==> config.mk <==
export PLATFORM = sky130hd
export DESIGN_NAME = cdb_arbiter_flat
export DESIGN_NICKNAME = d
export VERILOG_FILES = /design/src/rtl/cdb_arbiter_if.sv /design/src/rtl/cdb_arbiter.sv /design/src/flat_wrapper.sv
export SDC_FILE = /design/constraint.sdc
export NUM_CORES = 1
export LEC_CHECK = 0
export ABC_CLOCK_PERIOD_IN_PS = 5700
export CAP_MARGIN = 15
export CORE_UTILIZATION = 65
export DETAILED_ROUTE_END_ITERATION = 10
export DONT_BUFFER_PORTS = 1
export PLACE_DENSITY = 0.81
export SLEW_MARGIN = 25
export SYNTH_ARGS = -nofsm -noshare
export SYNTH_HDL_FRONTEND = slang
export SYNTH_SLANG_ARGS = --single-unit
export TNS_END_PERCENT = 5
==> constraint.sdc <==
create_clock -name clk -period 5.7 [get_ports clk]
set_input_delay 0.57 -clock clk [delete_from_list [all_inputs] [get_ports clk]]
set_output_delay 0.57 -clock clk [all_outputs]
set_load 0.01 [all_outputs]
==> src/rtl/cdb_arbiter_if.sv <==
// Bundles the two producer result streams and the common data bus broadcast.
// The master side is the producers plus the snooping consumers; the slave side is the arbiter.
interface cdb_arbiter_if #(
  parameter int LAB_W = 5,
  parameter int VAL_W = 32
);
  logic             alu_en;
  logic [LAB_W-1:0] alu_lab;
  logic [VAL_W-1:0] alu_val;
  logic             lsb_en;
  logic [LAB_W-1:0] lsb_lab;
  logic [VAL_W-1:0] lsb_val;
  logic             alu_afull;
  logic             lsb_afull;
  logic             cdb_en;
  logic [LAB_W-1:0] cdb_lab;
  logic [VAL_W-1:0] cdb_val;
  logic             cdb_src;
  logic             ovf_err;

  modport master (
    output alu_en, alu_lab, alu_val, lsb_en, lsb_lab, lsb_val,
    input  alu_afull, lsb_afull, cdb_en, cdb_lab, cdb_val, cdb_src, ovf_err
  );

  modport slave (
    input  alu_en, alu_lab, alu_val, lsb_en, lsb_lab, lsb_val,
    output alu_afull, lsb_afull, cdb_en, cdb_lab, cdb_val, cdb_src, ovf_err
  );
endinterface

==> src/rtl/cdb_arbiter.sv <==
// Common data bus arbiter: one FIFO per result source (ALU, LSB), round-robin
// selection of the FIFO heads, and a registered single-entry broadcast per cycle.
// Index 0 of every per-source array is the ALU, index 1 the LSB.
module cdb_arbiter #(
  parameter int DEPTH = 4,
  parameter int LAB_W = 5,
  parameter int VAL_W = 32
) (
  input  logic         clk,
  input  logic         rst_in,
  input  logic         rdy_in,
  input  logic         flush,
  cdb_arbiter_if.slave bus
);

  localparam int PTR_W = (DEPTH > 1) ? $clog2(DEPTH) : 1;
  localparam int CNT_W = $clog2(DEPTH + 1);

  typedef enum logic {
    SRC_ALU = 1'b0,
    SRC_LSB = 1'b1
  } src_e;

  logic [LAB_W-1:0] lab_mem [2][DEPTH];
  logic [VAL_W-1:0] val_mem [2][DEPTH];
  logic [PTR_W-1:0] wr_ptr  [2];
  logic [PTR_W-1:0] rd_ptr  [2];
  logic [CNT_W-1:0] count   [2];
  src_e             last_grant;

  logic [LAB_W-1:0] in_lab [2];
  logic [VAL_W-1:0] in_val [2];
  logic [1:0]       in_en;
  logic [1:0]       non_empty;
  logic [1:0]       full;
  logic [1:0]       take;
  logic [1:0]       push;
  logic [1:0]       pop;
  logic             grant_vld;
  src_e             grant;
  logic             ovf_hit;
  logic             active;
  logic [LAB_W-1:0] head_lab;
  logic [VAL_W-1:0] head_val;

  // Gather the two producer streams into indexable form.
  always_comb begin
    in_en     = {bus.lsb_en, bus.alu_en};
    in_lab[0] = bus.alu_lab;
    in_lab[1] = bus.lsb_lab;
    in_val[0] = bus.alu_val;
    in_val[1] = bus.lsb_val;
  end

  // Arbitrate on the pre-edge FIFO heads and decide this edge's pushes/pops.
  // A full FIFO still accepts a push when its head is popped at the same edge.
  always_comb begin
    active = rdy_in & ~flush;
    for (int unsigned s = 0; s < 2; s++) begin
      non_empty[s] = (count[s] != '0);
      full[s]      = (count[s] == CNT_W'(DEPTH));
      take[s]      = active & in_en[s] & (in_lab[s] != '0);
    end
    grant_vld = |non_empty;
    if (&non_empty)
      grant = (last_grant == SRC_ALU) ? SRC_LSB : SRC_ALU;
    else if (non_empty[1])
      grant = SRC_LSB;
    else
      grant = SRC_ALU;
    pop[0]  = active & grant_vld & (grant == SRC_ALU);
    pop[1]  = active & grant_vld & (grant == SRC_LSB);
    push    = take & (~full | pop);
    ovf_hit = |(take & full & ~pop);
    head_lab = (grant == SRC_LSB) ? lab_mem[1][rd_ptr[1]] : lab_mem[0][rd_ptr[0]];
    head_val = (grant == SRC_LSB) ? val_mem[1][rd_ptr[1]] : val_mem[0][rd_ptr[0]];
  end

  // FIFO storage: written on accepted pushes only, contents need no reset.
  always_ff @(posedge clk) begin
    for (int unsigned s = 0; s < 2; s++) begin
      if (push[s]) begin
        lab_mem[s][wr_ptr[s]] <= in_lab[s];
        val_mem[s][wr_ptr[s]] <= in_val[s];
      end
    end
  end

  // FIFO pointers, occupancy and round-robin history.
  always_ff @(posedge clk or negedge rst_in) begin
    if (!rst_in) begin
      for (int unsigned s = 0; s < 2; s++) begin
        wr_ptr[s] <= '0;
        rd_ptr[s] <= '0;
        count[s]  <= '0;
      end
      last_grant <= SRC_LSB;
    end else if (rdy_in) begin
      if (flush) begin
        for (int unsigned s = 0; s < 2; s++) begin
          wr_ptr[s] <= '0;
          rd_ptr[s] <= '0;
          count[s]  <= '0;
        end
        last_grant <= SRC_LSB;
      end else begin
        for (int unsigned s = 0; s < 2; s++) begin
          if (push[s]) wr_ptr[s] <= wr_ptr[s] + 1'b1;
          if (pop[s])  rd_ptr[s] <= rd_ptr[s] + 1'b1;
          case ({push[s], pop[s]})
            2'b10:   count[s] <= count[s] + 1'b1;
            2'b01:   count[s] <= count[s] - 1'b1;
            default: count[s] <= count[s];
          endcase
        end
        if (grant_vld) last_grant <= grant;
      end
    end
  end

  // Registered broadcast; label/value/source hold when nothing is granted.
  always_ff @(posedge clk or negedge rst_in) begin
    if (!rst_in) begin
      bus.cdb_en  <= 1'b0;
      bus.cdb_lab <= '0;
      bus.cdb_val <= '0;
      bus.cdb_src <= 1'b0;
    end else if (rdy_in) begin
      if (flush) begin
        bus.cdb_en <= 1'b0;
      end else if (grant_vld) begin
        bus.cdb_en  <= 1'b1;
        bus.cdb_lab <= head_lab;
        bus.cdb_val <= head_val;
        bus.cdb_src <= (grant == SRC_LSB);
      end else begin
        bus.cdb_en <= 1'b0;
      end
    end
  end

  // Sticky overflow flag, survives flush, cleared only by reset.
  always_ff @(posedge clk or negedge rst_in) begin
    if (!rst_in)
      bus.ovf_err <= 1'b0;
    else if (ovf_hit)
      bus.ovf_err <= 1'b1;
  end

  assign bus.alu_afull = (count[0] >= CNT_W'(DEPTH - 1));
  assign bus.lsb_afull = (count[1] >= CNT_W'(DEPTH - 1));

endmodule

==> src/flat_wrapper.sv <==
// flat-port wrapper written by rule: the top's interface ports become plain ports
module cdb_arbiter_flat 
#(
  parameter int DEPTH = 4,
  parameter int LAB_W = 5,
  parameter int VAL_W = 32
)
  (clk, rst_in, rdy_in, flush, bus_alu_en, bus_alu_lab, bus_alu_val, bus_lsb_en, bus_lsb_lab, bus_lsb_val, bus_alu_afull, bus_lsb_afull, bus_cdb_en, bus_cdb_lab, bus_cdb_val, bus_cdb_src, bus_ovf_err);
  cdb_arbiter_if #(.LAB_W(LAB_W), .VAL_W(VAL_W)) bus_i ();
  input  logic clk;
  input  logic rst_in;
  input  logic rdy_in;
  input  logic flush;
  input wire logic [$bits(bus_i.alu_en)-1:0] bus_alu_en;
  input wire logic [$bits(bus_i.alu_lab)-1:0] bus_alu_lab;
  input wire logic [$bits(bus_i.alu_val)-1:0] bus_alu_val;
  input wire logic [$bits(bus_i.lsb_en)-1:0] bus_lsb_en;
  input wire logic [$bits(bus_i.lsb_lab)-1:0] bus_lsb_lab;
  input wire logic [$bits(bus_i.lsb_val)-1:0] bus_lsb_val;
  output wire logic [$bits(bus_i.alu_afull)-1:0] bus_alu_afull;
  output wire logic [$bits(bus_i.lsb_afull)-1:0] bus_lsb_afull;
  output wire logic [$bits(bus_i.cdb_en)-1:0] bus_cdb_en;
  output wire logic [$bits(bus_i.cdb_lab)-1:0] bus_cdb_lab;
  output wire logic [$bits(bus_i.cdb_val)-1:0] bus_cdb_val;
  output wire logic [$bits(bus_i.cdb_src)-1:0] bus_cdb_src;
  output wire logic [$bits(bus_i.ovf_err)-1:0] bus_ovf_err;
  assign bus_i.alu_en = bus_alu_en;
  assign bus_i.alu_lab = bus_alu_lab;
  assign bus_i.alu_val = bus_alu_val;
  assign bus_i.lsb_en = bus_lsb_en;
  assign bus_i.lsb_lab = bus_lsb_lab;
  assign bus_i.lsb_val = bus_lsb_val;
  assign bus_alu_afull = bus_i.alu_afull;
  assign bus_lsb_afull = bus_i.lsb_afull;
  assign bus_cdb_en = bus_i.cdb_en;
  assign bus_cdb_lab = bus_i.cdb_lab;
  assign bus_cdb_val = bus_i.cdb_val;
  assign bus_cdb_src = bus_i.cdb_src;
  assign bus_ovf_err = bus_i.ovf_err;
  cdb_arbiter #(.DEPTH(DEPTH), .LAB_W(LAB_W), .VAL_W(VAL_W)) u_core (.clk(clk), .rst_in(rst_in), .rdy_in(rdy_in), .flush(flush), .bus(bus_i));
endmodule
Yosys cells after proc, flatten, opt, wreduce, memory -nomap -nowiden --
Memory sizes are Yosys's and may differ from the RTL's. Index checks and enable logic that the tools add are counted.
Operators by class: add/subtract/negate cells 8, multiply operators 0, divide/modulo/power cells 0, magnitude comparators 8, eq/ne operators 6, shift-type cells 0, multiplexer cells 44, bitwise logic cells 20, reduce and logical (&&, ||, !) cells 24
Operator list (number):
- $mux 128 | 2
- $mux 32 | 7
- $bmux 32 s2 | 2
- $demux 32 s2 | 2
- $mux 20 | 2
- $mux 5 | 7
- $bmux 5 s2 | 2
- $demux 5 s2 | 2
- $reduce_and 2->1 | 8
- $ge 3x3->1 const B | 4
- $not 2->3 | 4
- $pmux 3 s2 | 2
- $reduce_bool 3->1 | 4
- $reduce_bool 2->1 | 5
- $reduce_bool 5->1 | 2
- $mux 1 | 9
- $add 2x1->2 const B | 4
- $and 1x1->1 | 8
- $mux 2 | 4
- $mux 4 | 2
- $add 3x1->3 const B | 2
- $and 2x2->2 | 3
- $eq 3x3->1 const B | 2
- $ge 3x2->1 const B | 2
- other kinds (11) | 19
Word-level totals: flip-flop bits (word level) 55, latch bits 0, bits in writable memories 296, memory bits (read-only) 0, input bits 80, output and inout port bits 42, word-level logic and storage cells 124, memories 2
Memories:
- u_core.val_mem | words 2, width 128, read ports 2, clocked after memory_dff 0, wr ports 2, RTL line cdb_arbiter.sv:25 | logic [VAL_W-1:0] val_mem [2][DEPTH];
- u_core.lab_mem | words 2, width 20, read ports 2, clocked after memory_dff 0, wr ports 2, RTL line cdb_arbiter.sv:24 | logic [LAB_W-1:0] lab_mem [2][DEPTH];

Depth between registers and ports, before layout --
word-level depth 10, depth in mapped cells 10

Worst setup path after synthesis --
OpenSTA, ideal clock, no wires.
path type input-to-reg, start input bus_lsb_lab[0], end register u_core.count[2] in the netlist's numbering, arrival time 2.688 ns, setup slack 2.939 ns, stages on the path 8, buffers on the path 0, path through or4_4 -> o21ai_0 -> nand2_1 -> xnor2_1 -> ha_1 -> or4_4 -> a221oi_2 -> a2bb2oi_2
Between the ends: word-level cells in the longest chain between the ends 6
Ends and longest elaborated chain:
- start: declaration | RTL line flat_wrapper.sv:18 | input wire logic [$bits(bus_i.lsb_lab)-1:0] bus_lsb_lab;
- $reduce_bool 5->1 * | RTL line cdb_arbiter.sv:62 | take[s] = active & in_en[s] & (in_lab[s] != '0);
- $and 1x1->1 * | RTL line cdb_arbiter.sv:62
- $and 2x2->2 * | RTL line cdb_arbiter.sv:73 | push = take & (~full | pop);
- $eq 2x1->1 or $eq 2x2->1 (tied branches) | RTL line cdb_arbiter.sv:110 | case ({push[s], pop[s]})
- $pmux 3 s2 or $reduce_bool 3->1 (tied branches)
- $mux 6 or $reduce_and 2->1 (tied branches)
- end signal: indexed assignment | RTL line cdb_arbiter.sv:111 | 2'b10: count[s] <= count[s] + 1'b1;
- end signal: indexed assignment | RTL line cdb_arbiter.sv:112 | 2'b01: count[s] <= count[s] - 1'b1;
- end signal: indexed assignment | RTL line cdb_arbiter.sv:113 | default: count[s] <= count[s];
- end: declaration | RTL line cdb_arbiter.sv:28 | logic [CNT_W-1:0] count [2];
Mark *: on every way between the ends. The rest lies on a longest branch, timed or not. A chain may end at the register's enable or synchronous reset.

==> impl_metrics.yaml <==
pwr:
  internal_power_w: 0.00496
  ir_drop_uv: 303
  combPwrFrac_pct: 18.5
  power.switching_fraction_pct: 28.0
  leakage_nw: 5.02
  power_w: 0.00689
  pwr-share-seq_pct: 48.4
  pwr_density_cell_nw_per_um2: 461
  p_sw_w: 0.00193
  power.share.clock_pct: 33.1
timing:
  rel_slew_slack_pct: 30.7
  worst-slew-pin-transition_ps: 1040
  timing.final.max_slew_violations: 0
  timing.final.setup_violations: 0
  min_period_over_period_pct: 52.9
  timing.setup.tns_ps: 0
  hold_violation_total_from_the_final_report: 0
  grt_setup_unrepaired: "false"
  timing.final.ws_setup_ps: 2680
  worst_clock_skew_ps: 20.3
  achievable-frequency_ghz: 0.332
  timing.final.crit_period_ps: 3020
setup_path:
  critPathCaptureType: "flip-flop"
  arrival_ps: 3140
  crit-reg2reg-launch: "u_core.count[1]"
  path_class: "reg -> reg"
  worst_setup_path_start_kind: "flip-flop"
  critPathRequiredTime_ps: 5820
  path_max_fanout: 37
  cp-startpoint: "u_core.count[1]"
floorplan:
  rows: 52
  fp.dieW_um: 146
  initial_utilization_pct: 66.3
  floorplan_die_height_um: 146
  fp.dieArea_um2: 21300
  pin_count: 122
  placeableCoreArea_um2: 20300
run_status:
  run_status: "complete, no violations"
clocking:
  clk_pin_slew_ps: 60
  cts_max_path_buffers: 3
  cts_root_buf: "sky130_fd_sc_hd__clkbuf_16"
  ctsHtreeMaxLevel: 2
  cts-buffers-inserted: 35
  ctsHoldBuffers: 2
  cts_tree: "built"
  tritoncts_num_sinks: 351
  clk_latency_ps: 520
  post_cts_resize_count: 0
  cts_post_setup_buffers_inserted: 0
hold_path:
  worst_min_delay_path_class: "in -> reg"
  min_delay_startpoint: "bus_lsb_val[0]"
logic_synthesis:
  yosys.area.top_type_share_pct: 66.0
  synth-seq-area-share_pct: 76.3
  post_synth_inst_count: 692
  yosys_warnings: 0
  ys_seq_elements: 351
  async_reset_ff_share_pct: 15.7
  syn_area_um2: 13500
  synth_top_flop_cell: "sky130_fd_sc_hd__edfxtp_1"
  yosysTopAreaCell: "sky130_fd_sc_hd__edfxtp_1"
  postSynthNetCount: 782
  synth_top_cells_by_count: "sky130_fd_sc_hd__edfxtp_1 (296), sky130_fd_sc_hd__nand2_1 (83), sky130_fd_sc_hd__mux4_2 (74), sky130_fd_sc_hd__dfrtp_1 (54), sky130_fd_sc_hd__a22oi_1 (38)"
  synth-edff-count: 296
  yosysMostFrequentCell: "sky130_fd_sc_hd__edfxtp_1"
  post_synth.cell_area_avg_um2: 19.5
  distinct_cells_synth: 44
  synth_area_leaders: "sky130_fd_sc_hd__edfxtp_1 (66%), sky130_fd_sc_hd__mux4_2 (12%), sky130_fd_sc_hd__dfrtp_1 (10%)"
finish:
  antennaDiodeCount: 0
  multiInputGateArea_um2: 3050
  final_nets: 792
  layout.core_utilization_pct: 73.6
  area.growth.synth_to_final_pct: 11.0
  filler_instances: 1143
  layout.area.seq_um2: 10300
  post_route_cells_drive_above_1_share_pct: 21.3
placement:
  dp.final_hpwl_um: 16800
  place_worst_setup_slack_ps: 2680
  place.port_buffers: 0
  gp_routability_congestion: 0.863
route:
  vias: 6651
  drt.antenna.violating_nets: 0
  detailed_route_iter0_violations: 574
  detailedRoute.firstPassIterationCount: 8
  detailed_route_wire_length_um: 28000
  per_cell_routed_wire_length_um: 28.0
  drcViolationCount: 0
  via_per_inst: 6.67
global_route:
  grt_overflow_total: 0
  maximum_number_of_pins_on_one_net_before_global_route_repair: 56
  overall_fraction_of_global_route_tracks_in_use_pct: 27.2
  grt_first_pass_wirelength_um: 42000
  via_count_of_the_first_global_routing_pass: 6894
  antenna_violations_before_repair: 0
run:
  cap_viol_max_count: 0
logic make-up after synthesis:
logic type	Yosys count	synth area share, %
flip-flops	351	76.3
AND/OR/NAND/NOR	119	3.82
AO/OA/AOI/OAI	83	4.52
multiplexers	82	13.0
buffers and inverters	46	1.33
adder cells (fa/ha/maj)	10	0.985
XOR/XNOR	1	0.0651
state kept, by name (all words and copies together) (netlist names):
register	flops
u_core.count	6
u_core.bus.cdb_en	1
u_core.wr_ptr	4
u_core.bus.cdb_val	32
u_core.bus.ovf_err	1
u_core.val_mem	256
u_core.last_grant	1
u_core.rd_ptr	4
u_core.bus.cdb_src	1
u_core.lab_mem	40
u_core.bus.cdb_lab	5
routing by layer:
layer  track usage, %  part of all wire (%)  up-vias
li1                 -                     -     2790
met1             36.5                    37     3419
met2             42.7                    49      382
met3             8.65                    11       60
met4             10.0                   3.2        0
met5                0                     0        -
worst paths after layout:
check	slack (ps)	endpoint	depth (start not counted)
max in group asynchronous	4790	u_core.last_grant	2
setup / recovery	2680	u_core.val_mem[0][116]	4
min in group asynchronous	610	u_core.bus.cdb_val[11]	2
hold reg to reg	570	u_core.last_grant	2
hold / removal	140	u_core.val_mem[0][128]	0
setup reg to reg	2680	u_core.val_mem[0][116]	4
power groups by stage:
stage / registers, W / logic [W] / clock network (W)
6_report: 0.00333 / 0.00127 / 0.00228
5_1_grt: 0.00335 / 0.00138 / 0.00239
4_1_cts: 0.00333 / 0.00127 / 0.00230
3_5_place_dp: 0.00338 / 0.00122 / 0
3_3_place_gp: 0.00336 / 0.00119 / 0
2_1_floorplan: 0.00324 / 0.000998 / 0
placed cells by master (no fill, tap or decap), types with 6 or more instances in the layout:
master / instances
sky130_fd_sc_hd__clkinv_1: 6
sky130_fd_sc_hd__edfxtp_1: 296
sky130_fd_sc_hd__clkbuf_16: 35
sky130_fd_sc_hd__inv_1: 10
sky130_fd_sc_hd__buf_4: 6
sky130_fd_sc_hd__nor2_1: 10
sky130_fd_sc_hd__clkbuf_1: 6
sky130_fd_sc_hd__ha_1: 9
sky130_fd_sc_hd__o21ai_0: 13
sky130_fd_sc_hd__nand2_1: 83
sky130_fd_sc_hd__a21oi_1: 6
sky130_fd_sc_hd__and2_2: 7
sky130_fd_sc_hd__dfrtp_1: 52
sky130_fd_sc_hd__a22oi_1: 38
sky130_fd_sc_hd__mux4_2: 74
cell type report:
| type | instances | share of cell area (%) |
|---|---|---|
| multi-input cells | 295 | 20.4 |
| flip-flops and latches | 351 | 68.7 |
| inverters | 10 | 0.251 |
| clock buffers | 44 | 6.29 |
| repair buffers | 9 | 0.737 |
| well taps | 270 | 2.26 |
| clock inverters | 18 | 1.33 |
critical path, stage by stage (launching register included):
cell and delay (ps):
sky130_fd_sc_hd__dfrtp_1 450, sky130_fd_sc_hd__nor3_1 700, sky130_fd_sc_hd__nor2_1 220, sky130_fd_sc_hd__a31oi_2 360, sky130_fd_sc_hd__and2_2 870
stage by stage:
step,cells,hold slack (ps),area [um^2]
floorplan,692,274,13500
global placement,932,275,13700
detailed placement,932,275,13700
CTS,996,133,14900
global route,997,135,14900
finish,997,142,14900
Power figures use the tool's default switching activity.
